<file path="config.mk">
export PLATFORM = sky130hd
export DESIGN_NAME = day_of_year_decoder_flat
export DESIGN_NICKNAME = d
export VERILOG_FILES = /design/src/rtl/calendar_pkg.sv /design/src/rtl/day_of_year_decoder_if.sv /design/src/rtl/month_len_lut.sv /design/src/rtl/day_of_year_decoder.sv /design/src/flat_wrapper.sv
export SDC_FILE = /design/constraint.sdc
export NUM_CORES = 1
export LEC_CHECK = 0
export ABC_CLOCK_PERIOD_IN_PS = 5200
export CORE_MARGIN = 2
export CORE_UTILIZATION = 42
export CTS_CLUSTER_DIAMETER = 150
export DETAILED_ROUTE_END_ITERATION = 10
export GPL_ROUTABILITY_DRIVEN = 0
export PLACE_DENSITY = 0.69
export SKIP_LAST_GASP = 1
export SYNTH_ARGS = -nofsm -noshare
export SYNTH_HDL_FRONTEND = slang
export SYNTH_SLANG_ARGS = --single-unit
</file>
<file path="constraint.sdc">
create_clock -name clk -period 5.2 [get_ports clk]
set_input_delay 0.52 -clock clk [delete_from_list [all_inputs] [get_ports clk]]
set_output_delay 0.52 -clock clk [all_outputs]
set_load 0.01 [all_outputs]
</file>
<file path="src/rtl/calendar_pkg.sv">
// Calendar constants, decoder FSM encoding and the shared leap-year rule.
// Latency: n/a (package). Backpressure: n/a.
// FULL_GREGORIAN_EN selects the full Gregorian leap rule; default is the year%4 clock rule.
package calendar_pkg;

    localparam logic [3:0] JAN = 4'd1;
    localparam logic [3:0] FEB = 4'd2;
    localparam logic [3:0] MAR = 4'd3;
    localparam logic [3:0] APR = 4'd4;
    localparam logic [3:0] MAY = 4'd5;
    localparam logic [3:0] JUN = 4'd6;
    localparam logic [3:0] JUL = 4'd7;
    localparam logic [3:0] AUG = 4'd8;
    localparam logic [3:0] SEP = 4'd9;
    localparam logic [3:0] OCT = 4'd10;
    localparam logic [3:0] NOV = 4'd11;
    localparam logic [3:0] DEC = 4'd12;

    localparam logic [4:0] LEN_LONG       = 5'd31;
    localparam logic [4:0] LEN_SHORT      = 5'd30;
    localparam logic [4:0] LEN_FEB_COMMON = 5'd28;
    localparam logic [4:0] LEN_FEB_LEAP   = 5'd29;

    localparam int DOY_MAX_COMMON = 365;
    localparam int DOY_MAX_LEAP   = 366;

    typedef enum logic [1:0] {
        ST_IDLE = 2'd0,
        ST_CALC = 2'd1,
        ST_DONE = 2'd2
    } dec_state_t;

    // Shared with the date counter so both agree on which years have Feb 29.
    function automatic logic is_leap(input logic [31:0] year);
`ifdef FULL_GREGORIAN_EN
        is_leap = ((year % 32'd4 == 32'd0) && (year % 32'd100 != 32'd0)) ||
                  (year % 32'd400 == 32'd0);
`else
        is_leap = (year[1:0] == 2'b00);
`endif
    endfunction

endpackage

</file>
<file path="src/rtl/day_of_year_decoder_if.sv">
// Request/result handshake bundle for the day-of-year decoder.
// Latency: n/a (wiring only). Backpressure: valid/ready on both request and result.
interface day_of_year_decoder_if #(
    parameter int YEAR_W = 16,
    parameter int DOY_W  = 9
);
    logic              in_valid;
    logic              in_ready;
    logic [DOY_W-1:0]  in_doy;
    logic [YEAR_W-1:0] in_year;
    logic              out_valid;
    logic              out_ready;
    logic [3:0]        out_month;
    logic [4:0]        out_day;
    logic              out_err;

    modport master (
        output in_valid, in_doy, in_year, out_ready,
        input  in_ready, out_valid, out_month, out_day, out_err
    );

    modport slave (
        input  in_valid, in_doy, in_year, out_ready,
        output in_ready, out_valid, out_month, out_day, out_err
    );
endinterface

</file>
<file path="src/rtl/month_len_lut.sv">
// Combinational month-length lookup; months outside 1..12 report 31.
// Latency: 0 cycles. Backpressure: none.
module month_len_lut
    import calendar_pkg::*;
(
    input  logic [3:0] month,
    input  logic       leap,
    output logic [4:0] len
);

    always_comb begin
        len = LEN_LONG;
        case (month)
            FEB:                len = leap ? LEN_FEB_LEAP : LEN_FEB_COMMON;
            APR, JUN, SEP, NOV: len = LEN_SHORT;
            default:            len = LEN_LONG;
        endcase
    end

endmodule

</file>
<file path="src/rtl/day_of_year_decoder.sv">
// Day-of-year + year -> month/day by walking months and subtracting lengths (FULL_GREGORIAN_EN picks leap rule).
// Latency: month m result m cycles after accept; range errors go straight to DONE on the accept edge.
// Backpressure: one request in flight; result held in DONE until out_ready, in_ready low while busy.
module day_of_year_decoder
    import calendar_pkg::*;
#(
    parameter int YEAR_W = 16,
    parameter int DOY_W  = 9
) (
    input  logic                  clk,
    input  logic                  rst_n,
    day_of_year_decoder_if.slave  bus
);

    localparam logic [DOY_W-1:0] MAX_COMMON = DOY_W'(DOY_MAX_COMMON);
    localparam logic [DOY_W-1:0] MAX_LEAP   = DOY_W'(DOY_MAX_LEAP);

    dec_state_t       state_q, state_d;
    logic [DOY_W-1:0] rem_q, rem_d;
    logic [3:0]       month_q, month_d;
    logic             leap_q, leap_d;
    logic             in_ready_q, in_ready_d;
    logic             out_valid_q, out_valid_d;
    logic [3:0]       out_month_q, out_month_d;
    logic [4:0]       out_day_q, out_day_d;
    logic             out_err_q, out_err_d;

    logic             req_leap;
    logic [DOY_W-1:0] req_max;
    logic [4:0]       len;

    month_len_lut u_month_len_lut (
        .month (month_q),
        .leap  (leap_q),
        .len   (len)
    );

    assign req_leap = is_leap(32'(bus.in_year));
    assign req_max  = req_leap ? MAX_LEAP : MAX_COMMON;

    always_ff @(posedge clk or negedge rst_n) begin
        if (!rst_n) begin
            state_q     <= ST_IDLE;
            rem_q       <= '0;
            month_q     <= '0;
            leap_q      <= 1'b0;
            in_ready_q  <= 1'b0;
            out_valid_q <= 1'b0;
            out_month_q <= '0;
            out_day_q   <= '0;
            out_err_q   <= 1'b0;
        end else begin
            state_q     <= state_d;
            rem_q       <= rem_d;
            month_q     <= month_d;
            leap_q      <= leap_d;
            in_ready_q  <= in_ready_d;
            out_valid_q <= out_valid_d;
            out_month_q <= out_month_d;
            out_day_q   <= out_day_d;
            out_err_q   <= out_err_d;
        end
    end

    always_comb begin
        state_d     = state_q;
        rem_d       = rem_q;
        month_d     = month_q;
        leap_d      = leap_q;
        out_month_d = out_month_q;
        out_day_d   = out_day_q;
        out_err_d   = out_err_q;

        case (state_q)
            ST_IDLE: begin
                // in_ready_q gates acceptance so nothing is taken on the release edge.
                if (bus.in_valid && in_ready_q) begin
                    leap_d = req_leap;
                    if ((bus.in_doy == '0) || (bus.in_doy > req_max)) begin
                        state_d     = ST_DONE;
                        out_err_d   = 1'b1;
                        out_month_d = '0;
                        out_day_d   = '0;
                    end else begin
                        state_d = ST_CALC;
                        rem_d   = bus.in_doy;
                        month_d = JAN;
                    end
                end
            end
            ST_CALC: begin
                if (rem_q > DOY_W'(len)) begin
                    rem_d   = rem_q - DOY_W'(len);
                    month_d = month_q + 4'd1;
                end else begin
                    state_d     = ST_DONE;
                    out_month_d = month_q;
                    out_day_d   = rem_q[4:0];
                    out_err_d   = 1'b0;
                end
            end
            ST_DONE: begin
                if (bus.out_ready) begin
                    state_d = ST_IDLE;
                end
            end
            default: begin
                state_d = ST_IDLE;
            end
        endcase

        in_ready_d  = (state_d == ST_IDLE);
        out_valid_d = (state_d == ST_DONE);
    end

    assign bus.in_ready  = in_ready_q;
    assign bus.out_valid = out_valid_q;
    assign bus.out_month = out_month_q;
    assign bus.out_day   = out_day_q;
    assign bus.out_err   = out_err_q;

endmodule

</file>
<file path="src/flat_wrapper.sv">
// flat-port wrapper written by rule: the top's interface ports become plain ports
module day_of_year_decoder_flat import calendar_pkg::*;
#(
    parameter int YEAR_W = 16,
    parameter int DOY_W  = 9
)
  (clk, rst_n, bus_in_valid, bus_in_doy, bus_in_year, bus_out_ready, bus_in_ready, bus_out_valid, bus_out_month, bus_out_day, bus_out_err);
  day_of_year_decoder_if #(.YEAR_W(YEAR_W), .DOY_W(DOY_W)) bus_i ();
  input  logic clk;
  input  logic rst_n;
  input wire logic [$bits(bus_i.in_valid)-1:0] bus_in_valid;
  input wire logic [$bits(bus_i.in_doy)-1:0] bus_in_doy;
  input wire logic [$bits(bus_i.in_year)-1:0] bus_in_year;
  input wire logic [$bits(bus_i.out_ready)-1:0] bus_out_ready;
  output wire logic [$bits(bus_i.in_ready)-1:0] bus_in_ready;
  output wire logic [$bits(bus_i.out_valid)-1:0] bus_out_valid;
  output wire logic [$bits(bus_i.out_month)-1:0] bus_out_month;
  output wire logic [$bits(bus_i.out_day)-1:0] bus_out_day;
  output wire logic [$bits(bus_i.out_err)-1:0] bus_out_err;
  assign bus_i.in_valid = bus_in_valid;
  assign bus_i.in_doy = bus_in_doy;
  assign bus_i.in_year = bus_in_year;
  assign bus_i.out_ready = bus_out_ready;
  assign bus_in_ready = bus_i.in_ready;
  assign bus_out_valid = bus_i.out_valid;
  assign bus_out_month = bus_i.out_month;
  assign bus_out_day = bus_i.out_day;
  assign bus_out_err = bus_i.out_err;
  day_of_year_decoder #(.YEAR_W(YEAR_W), .DOY_W(DOY_W)) u_core (.clk(clk), .rst_n(rst_n), .bus(bus_i));
endmodule
</file>
Word level (Yosys, flattened, before mapping)
Cells that the tools add are included.
{"block": "totals", "inputBits": 29, "register_bits": 28}
{"block": "classes", "order_cmp": 2, "add_sub_neg": 2, "muxes": 28, "reduce_logical": 11, "n_eq_ne": 13}
{"operator": "$mux 9", "n": 3}
{"operator": "$mux 4", "n": 6}
{"operator": "$pmux 5 s2", "n": 2}
{"operator": "$pmux 9 s2", "n": 1}
{"operator": "$pmux 4 s2", "n": 2}
{"operator": "$mux 5", "n": 3}
{"operator": "$mux 2", "n": 5}
{"operator": "$gt 9x5->1", "n": 1}
{"operator": "$gt 9x9->1", "n": 1}
{"operator": "$logic_not 9->1", "n": 1}
{"operator": "$sub 9x5->9", "n": 1}
{"operator": "$eq 4x3->1 const B", "n": 2}
{"operator": "$eq 4x4->1 const B", "n": 2}
{"operator": "$reduce_and 4->1", "n": 2}
{"operator": "$logic_not 2->1", "n": 3}
{"operator": "$ne 2x1->1 const B", "n": 3}
{"operator": "$pmux 2 s3", "n": 1}
{"operator": "$add 4x1->4 const B", "n": 1}
{"operator": "$eq 2x2->1 const B", "n": 2}
{"operator": "$eq 4x2->1 const B", "n": 1}
{"operator": "$mux 1", "n": 4}
{"operator": "$ne 2x2->1 const B", "n": 2}
{"operator": "$reduce_or 4->1", "n": 1}
{"operator": "$eq 2x1->1 const B", "n": 1}
{"operator": "5 further kinds", "n": 5}

Depth between registers and ports, before layout
Gate-level depths: netlist (run 1).
{"block": "depth", "ltp_word": 8, "depth_mapped": 13, "mapped_depth_nobuf": 13}

By module
From an unflattened synthesis (run 1), not the netlist that was laid out.
{"block": "unflattened", "hier_cells": 177, "area_unflattened_um2": 1749.2}
{"module": "day_of_year_decoder", "area_per_inst_um2": 1686.6, "cells_per_inst": 168, "n_inst": 1, "seq_area_each_um2": 700.7}
{"module": "month_len_lut", "area_per_inst_um2": 62.6, "cells_per_inst": 9, "n_inst": 1, "seq_area_each_um2": 0.0}

Worst setup path after synthesis (run 1)
No wires, ideal clock.
{"block": "synth_path", "kind": "register to register", "from": "reg u_core.month_q[0]", "to": "reg u_core.rem_q[8]", "t_required_ps": 5069, "path_slack_ps": 2749, "synth_period_minus_slack_ps": 2451, "setup_time_ps": 131, "path_stages_with_launch": 13, "arrival_time_ps": 2320, "path_cell_list": "dfrtp_1 inv_1 ha_1 a221o_1 nand2_1 ha_1 inv_1 fa_1 and4_1 nor4_1 nand3_1 o21ai_0 a211oi_2"}
{"block": "synth_between", "elab_chain_len": 6}
{"element": "start, declared", "line": "day_of_year_decoder.sv:20", "text": "logic [3:0] month_q, month_d;"}
{"element": "start signal, assigned", "line": "day_of_year_decoder.sv:55", "text": "month_q <= month_d;"}
{"element": "$eq 4x3->1 / $eq 4x4->1 (equally long branches)", "line": "month_len_lut.sv:13", "text": "case (month)"}
{"element": "$reduce_or 4->1", "line": "month_len_lut.sv:13"}
{"element": "$pmux 5 s2 *", "line": "month_len_lut.sv:13"}
{"element": "$sub 9x5->9 / $gt 9x5->1 (equally long branches)", "line": "day_of_year_decoder.sv:93, day_of_year_decoder.sv:92"}
{"element": "$mux 9 / $ne 2x1->1 (equally long branches)"}
{"element": "$pmux 9 s2 / $reduce_and 4->1 (equally long branches)"}
{"element": "end signal, assigned", "line": "day_of_year_decoder.sv:54", "text": "rem_q <= rem_d;"}
{"element": "end, declared", "line": "day_of_year_decoder.sv:19", "text": "logic [DOY_W-1:0] rem_q, rem_d;"}
Every way passes the cells marked *; elsewhere a longest branch is shown, timed or not. The select of a mux whose other input is x is not followed.
A chain may end at the register's enable or synchronous reset.

Final worst setup path (run 1)
{"block": "layout_path", "from": "reg u_core.month_q[0]", "to": "reg u_core.rem_q[1]"}
The elaborated chain is that of the path after synthesis.

==> impl_metrics.env, run 1 <==
export IMPL_status="finished, final reports clean"
export IMPL_antenna_cells=0
export IMPL_drt_met1_wl_mm=1.80
export IMPL_wl_mm=3.80
export IMPL_core_area_mm2=0.00394
export IMPL_die_w_um=67.6
export IMPL_critPathLaunchType="flop"
export IMPL_vias_per_cell=5.66
export IMPL_drt_initial_drc_count=89
export IMPL_yosys_top_cells_area="dfrtp_1 (41%), ha_1 (5.9%), nand2_1 (4.9%), a211oi_2 (2.9%), o21ai_0 (2.7%)"
export IMPL_die_area_mm2=0.00457
export IMPL_synth_avg_cell_area_um2=9.55
export IMPL_clkTransAtPathRegs_ns=0.10
export IMPL_fillers=360
export IMPL_clkPwrFrac_pct=14.4
export IMPL_crit_path_end_kind="flop"
export IMPL_sw_frac_of_total_pct=42.5
export IMPL_die_height_um=67.6
export IMPL_fin_tns_setup_ns=0
export IMPL_slew_headroom_pct=58.3
export IMPL_peakVddDrop_v=0.000238
export IMPL_yosysTopAreaCellShare_pct=41.2
export IMPL_rows=23
export IMPL_crit_arrival_ns=3.34
export IMPL_cts_made_buffers=3
export IMPL_top_layer_used="met4"
export IMPL_nets=239
export IMPL_synth_top_area_cell="dfrtp_1"
export IMPL_place_area_mm2=0.00198
export IMPL_hold_viol_final=0
export IMPL_p_per_area_mw_per_mm2=591
export IMPL_cts_sinks=28
export IMPL_ys_warn_count=0
export IMPL_ctsHoldBuffers=0
export IMPL_drtAntennaViolNets=0
export IMPL_synth_seq_area_share_pct=41.2
export IMPL_p_leak_uw=0.000852
export IMPL_num_vias=1416
export IMPL_period_share_pct=60.9
export IMPL_grt_pass1_wl_mm=6.29
export IMPL_syn_area_mm2=0.00170
export IMPL_crit_fanout=11
export IMPL_dp_slack_ns=2.03
export IMPL_area_growth_pct=20.5
export IMPL_cts_tree="yes"
export IMPL_grt_max_degree=29
export IMPL_synth_edf_count=0
export IMPL_synth_seq_cells=28
export IMPL_drc_errors=0
export IMPL_stdcell_area_mm2=0.00205
export IMPL_setup_viol=0
export IMPL_drive_gt1_share_pct=10.0
export IMPL_clock_skew_ns=0.00613
export IMPL_io_buffers=26
export IMPL_grt_ovfl_total=0
export IMPL_critPathRequiredTime_ns=5.37
export IMPL_htree_levels=1
export IMPL_met3_length_um=173
export IMPL_worst_slack_ns=2.03
export IMPL_rsz0062_at_grt="no"
export IMPL_final_core_util_pct=52.0
export IMPL_hold_path_class="reg -> reg"
export IMPL_start_util_pct=43.1
export IMPL_async_flop_share_pct=100
export IMPL_switching_power_uw=514
export IMPL_drt_first_pass_iters=4
export IMPL_cts_buffer_depth=2
export IMPL_synthDistinctLibCells=47
export IMPL_postCtsSetupBuffers=0
export IMPL_io_pins=41
export IMPL_worst_pin_slew_ns=0.619
export IMPL_hpwlAfterDp_mm=2.83
export IMPL_grt_pass1_vias=1362
export IMPL_comb_power_share_pct=50.9
export IMPL_wl_per_cell_um=15.2
export IMPL_slew_violations=0
export IMPL_cts_root_buffer="clkbuf_8"
export IMPL_postCtsResizedCells=0
export IMPL_synth_flop_cell="dfrtp_1"
export IMPL_fin_crit_ns=3.17
export IMPL_synth_fp_nets=216
export IMPL_antenna_found_initial=0
export IMPL_p_int_uw=696
export IMPL_criticalPathCategory="reg -> reg"
export IMPL_clk_latency_ns=0.28
export IMPL_grt_use_total_pct=18.1
export IMPL_fmax_mhz=316
export IMPL_syn_inst=178
export IMPL_multiInputGateArea_um2=893
export IMPL_seq_area_um2=701
export IMPL_wl_met2_mm=1.78
export IMPL_seqPwrFrac_pct=34.7
export IMPL_cap_violations=0
[power groups by stage]
stage / clock (uW) / combinational (uW) / sequential (uW)
floorplan: 0 / 455 / 410
global placement: 0 / 600 / 417
detailed placement: 0 / 618 / 425
CTS: 178 / 622 / 419
global route: 184 / 694 / 438
finish: 175 / 616 / 420
[per-stage QoR]
step / power, uW / hold WS (ns) / instances
4_1_cts: 1220 / 0.511 / 250
3_3_place_gp: 1020 / 0.474 / 246
6_report: 1210 / 0.504 / 250
2_1_floorplan: 865 / 0.224 / 178
5_1_grt: 1320 / 0.540 / 250
3_5_place_dp: 1040 / 0.487 / 246
[state kept, by name, summed over array words and instances (netlist names)]
name	flops
u_core.leap_q	1
u_core.bus.in_ready	1
u_core.bus.out_valid	1
u_core.bus.out_month	4
u_core.month_q	4
u_core.bus.out_err	1
u_core.rem_q	9
u_core.state_q	2
u_core.bus.out_day	5
[per-layer routing]
metal / vias to the layer above / global-route usage [%]
met5: - / 0
met4: 0 / 5.10
met3: 6 / 2.67
met2: 43 / 29.8
met1: 676 / 24.7
li1: 691 / -
[cells in the mapped netlist (all sizes together), types with 2 or more instances]
library cell	count
dfrtp	28
nand2	22
inv	12
a21oi	11
a211oi	10
o21ai	9
ha	8
nand3	8
nor2	8
buf	6
clkbuf	4
nand2b	4
nor3	4
o22ai	4
a211o	3
mux2i	3
nor2b	3
nor4	3
a221o	2
a32oi	2
and3	2
nand4b	2
o211ai	2
o21a	2
o31ai	2
or3	2
[cell usage in the layout (no fill, tap or decap), types with 4 or more instances in the layout]
cell type / instances
dfrtp_1: 28
clkdlybuf4s50_1: 26
nand2b_1: 4
nand3_1: 7
a211oi_2: 4
inv_1: 11
nor2_1: 8
nand2_1: 22
o21ai_0: 9
o22ai_1: 4
ha_1: 8
a211oi_1: 6
a21oi_1: 8
nor3_1: 4
[worst max-delay path, stage by stage (launching register included)]
cell and delay (ns):
dfrtp_1 0.46, inv_1 0.15, ha_1 0.18, nor3b_1 0.35, ha_1 0.32, a221o_1 0.39, a21oi_2 0.49, a21oi_4 0.08
inv_2 0.26, mux2_2 0.37
[final cells by class]
cell class	instances	share of cell area (%)
clock buffer	3	2.02
clock inverter	1	1.47
inverter	12	2.20
multi-input combinational	128	43.6
sequential	28	34.2
tap	50	3.05
timing repair buffer	28	13.4
[cells by family (layout without fill, tap and decap cells)]
group / Yosys count / in the layout / synth area share, %
AO/OA/AOI/OAI: 54 / 54 / 24.3
adder cells (fa/ha/maj): 9 / 9 / 7.07
buffers and inverters: 22 / 44 / 6.18
flip-flops: 28 / 28 / 41.2
multiplexers: 4 / 4 / 2.43
AND/OR/NAND/NOR: 61 / 61 / 18.8
[final timing paths]
check	slack, ns	to	from	depth (start not counted)
max reg2reg	2.03	u_core.rem_q[1]	u_core.month_q[0]	9
min in group asynchronous	0.60	u_core.bus.in_ready	rst_n	2
min	0.50	u_core.bus.out_err	u_core.bus.out_err	1
max	2.03	u_core.rem_q[1]	u_core.month_q[0]	9
max in group asynchronous	4.31	u_core.rem_q[4]	rst_n	2
min reg2reg	0.50	u_core.bus.out_err	u_core.bus.out_err	1
No activity file was read; power rests on OpenSTA's default activity.
==> run 2, diff against run 1 <==
--- a/config.mk
+++ b/config.mk
@@ -5,13 +5,13 @@
 export SDC_FILE = /design/constraint.sdc
 export NUM_CORES = 1
 export LEC_CHECK = 0
-export ABC_CLOCK_PERIOD_IN_PS = 5200
+export ABC_CLOCK_PERIOD_IN_PS = 2600
 export CORE_MARGIN = 2
 export CORE_UTILIZATION = 42
 export CTS_CLUSTER_DIAMETER = 150
 export DETAILED_ROUTE_END_ITERATION = 10
 export GPL_ROUTABILITY_DRIVEN = 0
-export PLACE_DENSITY = 0.69
+export PLACE_DENSITY = 0.72
 export SKIP_LAST_GASP = 1
 export SYNTH_ARGS = -nofsm -noshare
 export SYNTH_HDL_FRONTEND = slang
==> constraint.sdc (replaced) <==
create_clock -name clk -period 2.6 [get_ports clk]
set_input_delay 0.26 -clock clk [delete_from_list [all_inputs] [get_ports clk]]
set_output_delay 0.26 -clock clk [all_outputs]
set_load 0.01 [all_outputs]
==> run 2 against run 1 <==
Critical path type unchanged. Via count is 4.8% higher. Sequential cell count stayed put. Register-to-register slack worse by 2.0 ns. Largest cell class unchanged. First-iteration DRC count is 26% lower. Highest routed layer unchanged.
==> impl_metrics.env, run 2 (synthesis gave the netlist of run 1 again) <==
export IMPL_status="finished, final reports clean"
export IMPL_ff2ff_path_depth=10
export IMPL_r2r_setup_slack_ns=0.07
export IMPL_io_pins=41
export IMPL_grt_pass1_wl_mm=6.53
export IMPL_drc_errors=0
export IMPL_grt_max_degree=29
export IMPL_grt_pass1_vias=1333
export IMPL_setup_viol=0
export IMPL_fillers=340
export IMPL_regMostFlops="u_core.rem_q"
export IMPL_stdcell_area_mm2=0.00228
export IMPL_cap_violations=0
export IMPL_drt_first_pass_iters=4
export IMPL_slew_violations=0
export IMPL_crit_path_end_kind="flop"
export IMPL_antenna_found_initial=0
export IMPL_fmax_mhz=396
export IMPL_grt_use_total_pct=19.0
export IMPL_clock_skew_ns=0.00380
export IMPL_die_w_um=67.6
export IMPL_hpwlAfterDp_mm=2.89
export IMPL_wl_mm=4.03
export IMPL_dp_cells=263
export IMPL_critPathLaunchType="flop"
export IMPL_wl_per_cell_um=15.0
export IMPL_cpLargestDelayFamily="compound AO/OA/AOI/OAI gates"
export IMPL_vias_per_cell=5.54
export IMPL_num_vias=1484
export IMPL_peakVddDrop_v=0.000767
export IMPL_cts_buffer_depth=2
export IMPL_cts_sinks=28
export IMPL_antenna_cells=0
export IMPL_p_per_area_mw_per_mm2=1230
export IMPL_rsz0062_at_grt="no"
export IMPL_criticalPathCategory="reg -> reg"
export IMPL_worst_pin_slew_ns=0.783
export IMPL_cts_made_buffers=3
export IMPL_timing_rr_end="u_core.rem_q[1]"
export IMPL_crit_fanout=5
export IMPL_hold_viol_final=0
export IMPL_final_core_util_pct=57.9
export IMPL_htree_levels=1
export IMPL_critPathRequiredTime_ns=2.77
export IMPL_largest_register_ffs=9
export IMPL_fin_cells=268
export IMPL_core_area_mm2=0.00394
export IMPL_fin_crit_ns=2.53
export IMPL_multiInputGateArea_um2=971
export IMPL_crit_path_top_delay_cell="dfrtp_1"
export IMPL_ctsHoldBuffers=0
export IMPL_hold_path_class="in -> async"
export IMPL_seq_area_um2=701
export IMPL_fin_tns_setup_ns=0
export IMPL_cpPeakStageDelay_ns=0.40
export IMPL_final_common_cell="dfrtp_1"
export IMPL_cts_tree="yes"
export IMPL_cts_root_buffer="clkbuf_8"
export IMPL_nets=257
export IMPL_drive_gt1_share_pct=22.5
export IMPL_r2r_start="u_core.month_q[1]"
export IMPL_crit_arrival_ns=2.69
export IMPL_clkTransAtPathRegs_ns=0.10
export IMPL_start_util_pct=43.1
export IMPL_critical_path_buf_inv_count=2
export IMPL_die_height_um=67.6
export IMPL_period_share_pct=97.2
export IMPL_die_area_mm2=0.00457
export IMPL_place_area_mm2=0.00210
export IMPL_io_buffers=26
export IMPL_clk_latency_ns=0.28
export IMPL_rows=23
export IMPL_drtAntennaViolNets=0
export IMPL_drt_initial_drc_count=66
export IMPL_crit_path_cell_trace="inv_1 -> ha_1 -> a221o_1 -> nand2_2 -> ha_1 -> a221o_1 -> a21oi_2 -> a21oi_4 -> inv_4 -> mux2_2"
export IMPL_area_growth_pct=34.4
export IMPL_final_cell_mix="dfrtp_1 (28), clkdlybuf4s50_1 (26), nand2_1 (21)"
export IMPL_p_leak_uw=0.000953
export IMPL_grt_ovfl_total=0
export IMPL_slew_headroom_pct=47.3
-- run 2: changes by cell type in the layout (fill, tap and decap cells not counted), moves of 2 or more --
| cell | before | now |
|---|---|---|
| ha_4 | 0 | 2 |
| ha_1 | 8 | 5 |
| o21ai_0 | 9 | 7 |
| buf_6 | 0 | 2 |
| buf_4 | 2 | 17 |
-- run 2: worst max path at each step --
stage / depth (start not counted) / from / end
after global routing: 12 / u_core.month_q[1] / u_core.rem_q[8]
after floorplan: 12 / u_core.month_q[0] / u_core.rem_q[8]
after CTS: 12 / u_core.month_q[1] / u_core.rem_q[1]
after detailed placement: 10 / bus_in_year[1] / u_core.bus.out_day[3]
after global placement: 9 / u_core.month_q[0] / u_core.rem_q[1]
final: 10 / u_core.month_q[1] / u_core.rem_q[1]
-- run 2: area by class of cell --
cell class	count	area share (%)
Inverter	12	2.08
Timing Repair Buffer	46	18.8
Tap cell	50	2.74
Clock inverter	1	1.32
Multi-Input combinational cell	128	42.5
Clock buffer	3	1.81
Sequential cell	28	30.7
-- run 2: report_power, final --
group	internal, uW	total, uW	switching [uW]	leakage [uW]
sequential	630	855	224	0.000350
combinational	812	1600	785	0.000567
clock	206	346	140	0.0000357
-- run 2: through the flow --
stage	power, uW	hold WS [ns]	setup slack (ns)
after global placement	2230	0.476	0.00919
final	2800	0.356	0.0740
after detailed placement	2260	0.478	-0.0149
after floorplan	1730	-0.0356	0.149
after global routing	3010	0.413	0.00710
after CTS	2630	0.366	-0.000590
-- run 2: per-layer routing --
layer | vias up | routed length (um) | GRT usage (%)
li1 | 733 | - | -
met4 | 0 | 65 | 6.12
met5 | - | 0 | 0
met1 | 702 | 1900 | 26.9
met3 | 8 | 156 | 2.67
met2 | 41 | 1910 | 29.9
-- run 2: repair_timing --
| item | in CTS | in global routing |
|---|---|---|
| endpoints found under the setup margin | 2 | 21 |
| gates resized for setup | 2 | 18 |
| buffers inserted | 0 | 1 |
| pin swaps | 0 | 3 |
==> run 3, diff against run 2 <==
--- a/config.mk
+++ b/config.mk
@@ -5,13 +5,13 @@
 export SDC_FILE = /design/constraint.sdc
 export NUM_CORES = 1
 export LEC_CHECK = 0
-export ABC_CLOCK_PERIOD_IN_PS = 2600
+export ABC_CLOCK_PERIOD_IN_PS = 3100
 export CORE_MARGIN = 2
-export CORE_UTILIZATION = 42
+export CORE_UTILIZATION = 53
 export CTS_CLUSTER_DIAMETER = 150
 export DETAILED_ROUTE_END_ITERATION = 10
 export GPL_ROUTABILITY_DRIVEN = 0
-export PLACE_DENSITY = 0.72
+export PLACE_DENSITY = 0.85
 export SKIP_LAST_GASP = 1
 export SYNTH_ARGS = -nofsm -noshare
 export SYNTH_HDL_FRONTEND = slang
==> constraint.sdc (replaced) <==
create_clock -name clk -period 3.1 [get_ports clk]
set_input_delay 0.31 -clock clk [delete_from_list [all_inputs] [get_ports clk]]
set_output_delay 0.31 -clock clk [all_outputs]
set_load 0.01 [all_outputs]
==> run 3 against run 2 <==
Die area decreased by 20%. Register-to-register slack improved by 0.10 ns. Clock power decreased by 49%. Worst setup slack improved by 0.10 ns. First-iteration DRC count decreased by 3.0%. Sequential power decreased by 18%. Routed wire length decreased by 6.4%. Highest routed layer unchanged.
==> impl_metrics.env, run 3 (synthesis gave the netlist of run 1 again) <==
export IMPL_drc_errors=0
export IMPL_postCtsResizedCells=0
export IMPL_stdcell_area_mm2=0.00202
export IMPL_p_leak_uw=0.000847
export IMPL_finalPower_uw=1940
export IMPL_r2r_setup_slack_ns=0.17
export IMPL_drt_met1_wl_mm=1.74
export IMPL_ff2ff_path_depth=9
export IMPL_antenna_found_initial=0
export IMPL_area_growth_pct=18.9
export IMPL_start_util_pct=55.7
export IMPL_io_pins=41
export IMPL_cts_root_buffer="clkbuf_4"
export IMPL_met3_length_um=126
export IMPL_timing_rr_end="u_core.rem_q[1]"
export IMPL_slew_headroom_pct=59.2
export IMPL_critPathLaunchType="flop"
export IMPL_crit_arrival_ns=3.16
export IMPL_hold_viol_final=0
export IMPL_cts_buffer_depth=2
export IMPL_criticalPathCategory="reg -> reg"
export IMPL_slew_violations=0
export IMPL_core_area_mm2=0.00305
export IMPL_drt_first_pass_iters=4
export IMPL_cts_sinks=28
export IMPL_grt_max_degree=29
export IMPL_final_cell_mix="dfrtp_1 (28), clkdlybuf4s50_1 (26), nand2_1 (22)"
export IMPL_fin_cells=246
export IMPL_vias_per_cell=5.80
export IMPL_hold_path_class="in -> async"
export IMPL_final_common_cell="dfrtp_1"
export IMPL_crit_path_end_kind="flop"
export IMPL_crit_fanout=11
export IMPL_drtAntennaViolNets=0
export IMPL_largest_register_ffs=9
export IMPL_htree_levels=1
export IMPL_fmax_mhz=342
export IMPL_period_share_pct=94.4
export IMPL_drive_gt1_share_pct=10.9
export IMPL_cts_made_buffers=3
export IMPL_p_per_area_mw_per_mm2=960
export IMPL_rsz0062_at_grt="no"
export IMPL_place_area_mm2=0.00198
export IMPL_drt_initial_drc_count=64
export IMPL_fin_tns_setup_ns=0
export IMPL_die_w_um=60.6
export IMPL_top_layer_used="met4"
export IMPL_dp_cells=242
export IMPL_r2r_start="u_core.month_q[0]"
export IMPL_grt_ovfl_total=0
export IMPL_rows=20
export IMPL_grt_pass1_wl_mm=6.18
export IMPL_cts_tree="yes"
export IMPL_num_vias=1426
export IMPL_status="finished, final reports clean"
export IMPL_critPathRequiredTime_ns=3.33
export IMPL_die_height_um=60.6
export IMPL_fin_crit_ns=2.93
export IMPL_clk_latency_ns=0.32
export IMPL_wl_per_cell_um=15.3
export IMPL_cap_violations=0
export IMPL_die_area_mm2=0.00367
export IMPL_peakVddDrop_v=0.000663
export IMPL_clock_skew_ns=0.00201
export IMPL_wl_mm=3.77
export IMPL_fillers=266
export IMPL_grt_pass1_vias=1346
export IMPL_ctsHoldBuffers=0
export IMPL_io_buffers=26
export IMPL_clkTransAtPathRegs_ns=0.15
export IMPL_setup_viol=0
export IMPL_worst_pin_slew_ns=0.607
export IMPL_antenna_cells=0
export IMPL_hpwlAfterDp_mm=2.85
export IMPL_nets=241
export IMPL_postCtsSetupBuffers=0
export IMPL_hold_ws_ns=0.343
export IMPL_grt_use_total_pct=22.0
export IMPL_regMostFlops="u_core.rem_q"
export IMPL_wl_met2_mm=1.88
-- run 3: cell count changes in the layout (fill, tap and decap cells not counted), moves of 2 or more --
cell      before  now
ha_4           2    0
o21ai_0        7    9
buf_6          2    0
clkbuf_4       0    3
clkbuf_8       3    1
buf_4         17    4
ha_1           5    8
-- run 3: report_power, final --
part           leakage, uW  internal (uW)  switching (uW)  total (uW)
clock            0.0000210           71.9             105         177
combinational     0.000476            479             583        1060
sequential        0.000350            528             173         701
-- run 3: per-layer routing --
metal	vias up	GRT usage [%]
met5	-	0
met4	0	2.80
met3	4	2.56
met2	38	38.4
met1	684	30.3
li1	700	-
-- run 3: how the worst max path moves through the flow --
stage                            from               to  slack (ns)  cells past startpoint
floorplan           u_core.month_q[0]  u_core.rem_q[8]        0.65                     12
global placement    u_core.month_q[0]  u_core.rem_q[1]        0.29                      9
detailed placement  u_core.month_q[0]  u_core.rem_q[1]        0.20                      9
CTS                 u_core.month_q[0]  u_core.rem_q[1]        0.18                      9
global route        u_core.month_q[0]  u_core.rem_q[1]        0.05                      9
finish              u_core.month_q[0]  u_core.rem_q[1]        0.17                      9
-- run 3: layout make-up --
cell class | count | area, um^2 | share of cell area (%)
Sequential cell | 28 | 701 | 34.7
Tap cell | 44 | 55.1 | 2.72
Timing Repair Buffer | 30 | 290 | 14.4
Multi-Input combinational cell | 128 | 893 | 44.2
Inverter | 12 | 45.0 | 2.23
Clock buffer | 4 | 36.3 | 1.80
-- run 3: per-stage QoR --
| step | utilization [%] | setup WS, ns |
|---|---|---|
| floorplan | - | 0.649 |
| global placement | 65.0 | 0.290 |
| detailed placement | 65.0 | 0.203 |
| CTS | 66.2 | 0.179 |
| global route | 66.2 | 0.0455 |
| finish | 66.2 | 0.175 |
-- run 3: worst max-delay path, cell delays in order (launching register included) --
cell	delay [ns]
dfrtp_1	0.48
inv_1	0.14
ha_1	0.18
nor3b_1	0.38
ha_1	0.33
a221o_1	0.40
a21oi_2	0.22
a21oi_4	0.08
inv_2	0.26
mux2_2	0.37
==> RTL edit: new RTL, config.mk and constraints of run 3 <==
Change the package constant `LEN_SHORT` from 5'd30 to 5'd29.
--- a/src/rtl/calendar_pkg.sv
+++ b/src/rtl/calendar_pkg.sv
@@ -19,3 +19,3 @@
     localparam logic [4:0] LEN_LONG       = 5'd31;
-    localparam logic [4:0] LEN_SHORT      = 5'd30;
+    localparam logic [4:0] LEN_SHORT      = 5'd29;
     localparam logic [4:0] LEN_FEB_COMMON = 5'd28;
Behaviour: not the same (Yosys sat finds a counterexample within 10 cycles, from zero or initial values and one cycle with rst_n low).
==> RTL edit against run 3 <==
  * Clock skew rose by 0.00081 ns
  * Fmax decreased by 0.78%
  * Combinational power is 9% higher
  * Die area down 1.7%
  * Synthesized area shrank 1.8%
  * Sequential share of layout area fell by 0.57 points
  * Design area up 1.7%
  * Power grew 4.7%
  * Routed wire length increased by 3.2%
  * Critical path depth is 1 higher
  * Count of clock-buffer cells in the layout unchanged
  * Worst setup slack worse by 0.023 ns
  * First-iteration DRC count up 58%
  * Sequential cell count is the same
  * Critical path type unchanged
  * Critical endpoint is now u_core.month_q[1]$_DFFE_PN0P_
==> RTL edit: results (changes against run 3) <==
.. list-table::
   :header-rows: 1

   * - Metric
     - Value
   * - Synth top area cells
     - dfrtp_1, ha_1, nand2_1
   * - Vias in the first global route
     - 1417 (+5.3%)
   * - Post-placement cell area
     - 0.00199 mm^2 (+0.32%)
   * - Amount of wire on met2 after detailed routing
     - 1.97 mm (+4.6%)
   * - Nets
     - 246 (+2.1%)
   * - Worst stage delay on the critical path
     - 0.60 ns (+0.12 ns)
   * - List of most frequent post-synthesis cells
     - dfrtp_1, nand2_1, a21oi_1
   * - GR Layer Usage met3
     - 0.0303 (+0.00472)
   * - Largest fanout of any net on the critical path
     - 9 (-2)
   * - Worst-skew pair later-pin latency
     - 0.34 ns (+0.02 ns)
   * - Cell type group with the largest total delay on the critical path
     - simple AND/OR/NAND/NOR gates
   * - Total routing resource utilization after global routing
     - 0.244 (+0.0246)
   * - Clock net power
     - 0.000188 W (+6%)
   * - Switching power total
     - 0.000895 W (+3.9%)
   * - FF-to-FF End
     - u_core.month_q[1]$_DFFE_PN0P_
   * - Power consumed by sequential cells
     - 0.000683 W (-3%)
   * - Fraction of layout cells with a size suffix above 1
     - 0.121 (+0.0119)
   * - Via density
     - 5.82 (+0.41%)
   * - Detailed placer's ending HPWL
     - 2.94 mm (+3.0%)
   * - Worst reg2reg setup slack
     - 0.15 ns (-0.02 ns)
   * - Number of library cell types mapped by synthesis
     - 45 (-4.3%)
   * - Part of the Yosys area used for sequential elements
     - 0.420 (+0.00773)
   * - Final hold slack
     - 0.318 ns (-0.0248 ns)
   * - Net Count, Synth
     - 213 (-1.4%)
   * - Result of the run
     - complete, no violations
## RTL edit: stage by stage
| stage | worst slack (ns) | std cells |
|---|---|---|
| finish | 0.152 | 251 |
| global route | 0.0284 | 251 |
| CTS | 0.0629 | 248 |
| detailed placement | 0.100 | 244 |
| global placement | 0.229 | 244 |
| floorplan | 0.294 | 175 |
## RTL edit: kinds of logic after synthesis
| family | share of synthesized area |
|---|---|
| multiplexers | 0.0300 |
| adder cells (fa/ha/maj) | 0.0720 |
| flip-flops | 0.420 |
| buffers and inverters | 0.0495 |
| AND/OR/NAND/NOR | 0.187 |
| AO/OA/AOI/OAI | 0.242 |
## RTL edit: layout make-up
cell class                      count  area [um^2]  share of cell area
Inverter                           11         45.0              0.0219
Tap cell                           44         55.1              0.0268
Multi-Input combinational cell    129          890               0.433
Sequential cell                    28          701               0.341
Timing Repair Buffer               35          328               0.160
Clock buffer                        4         36.3              0.0177
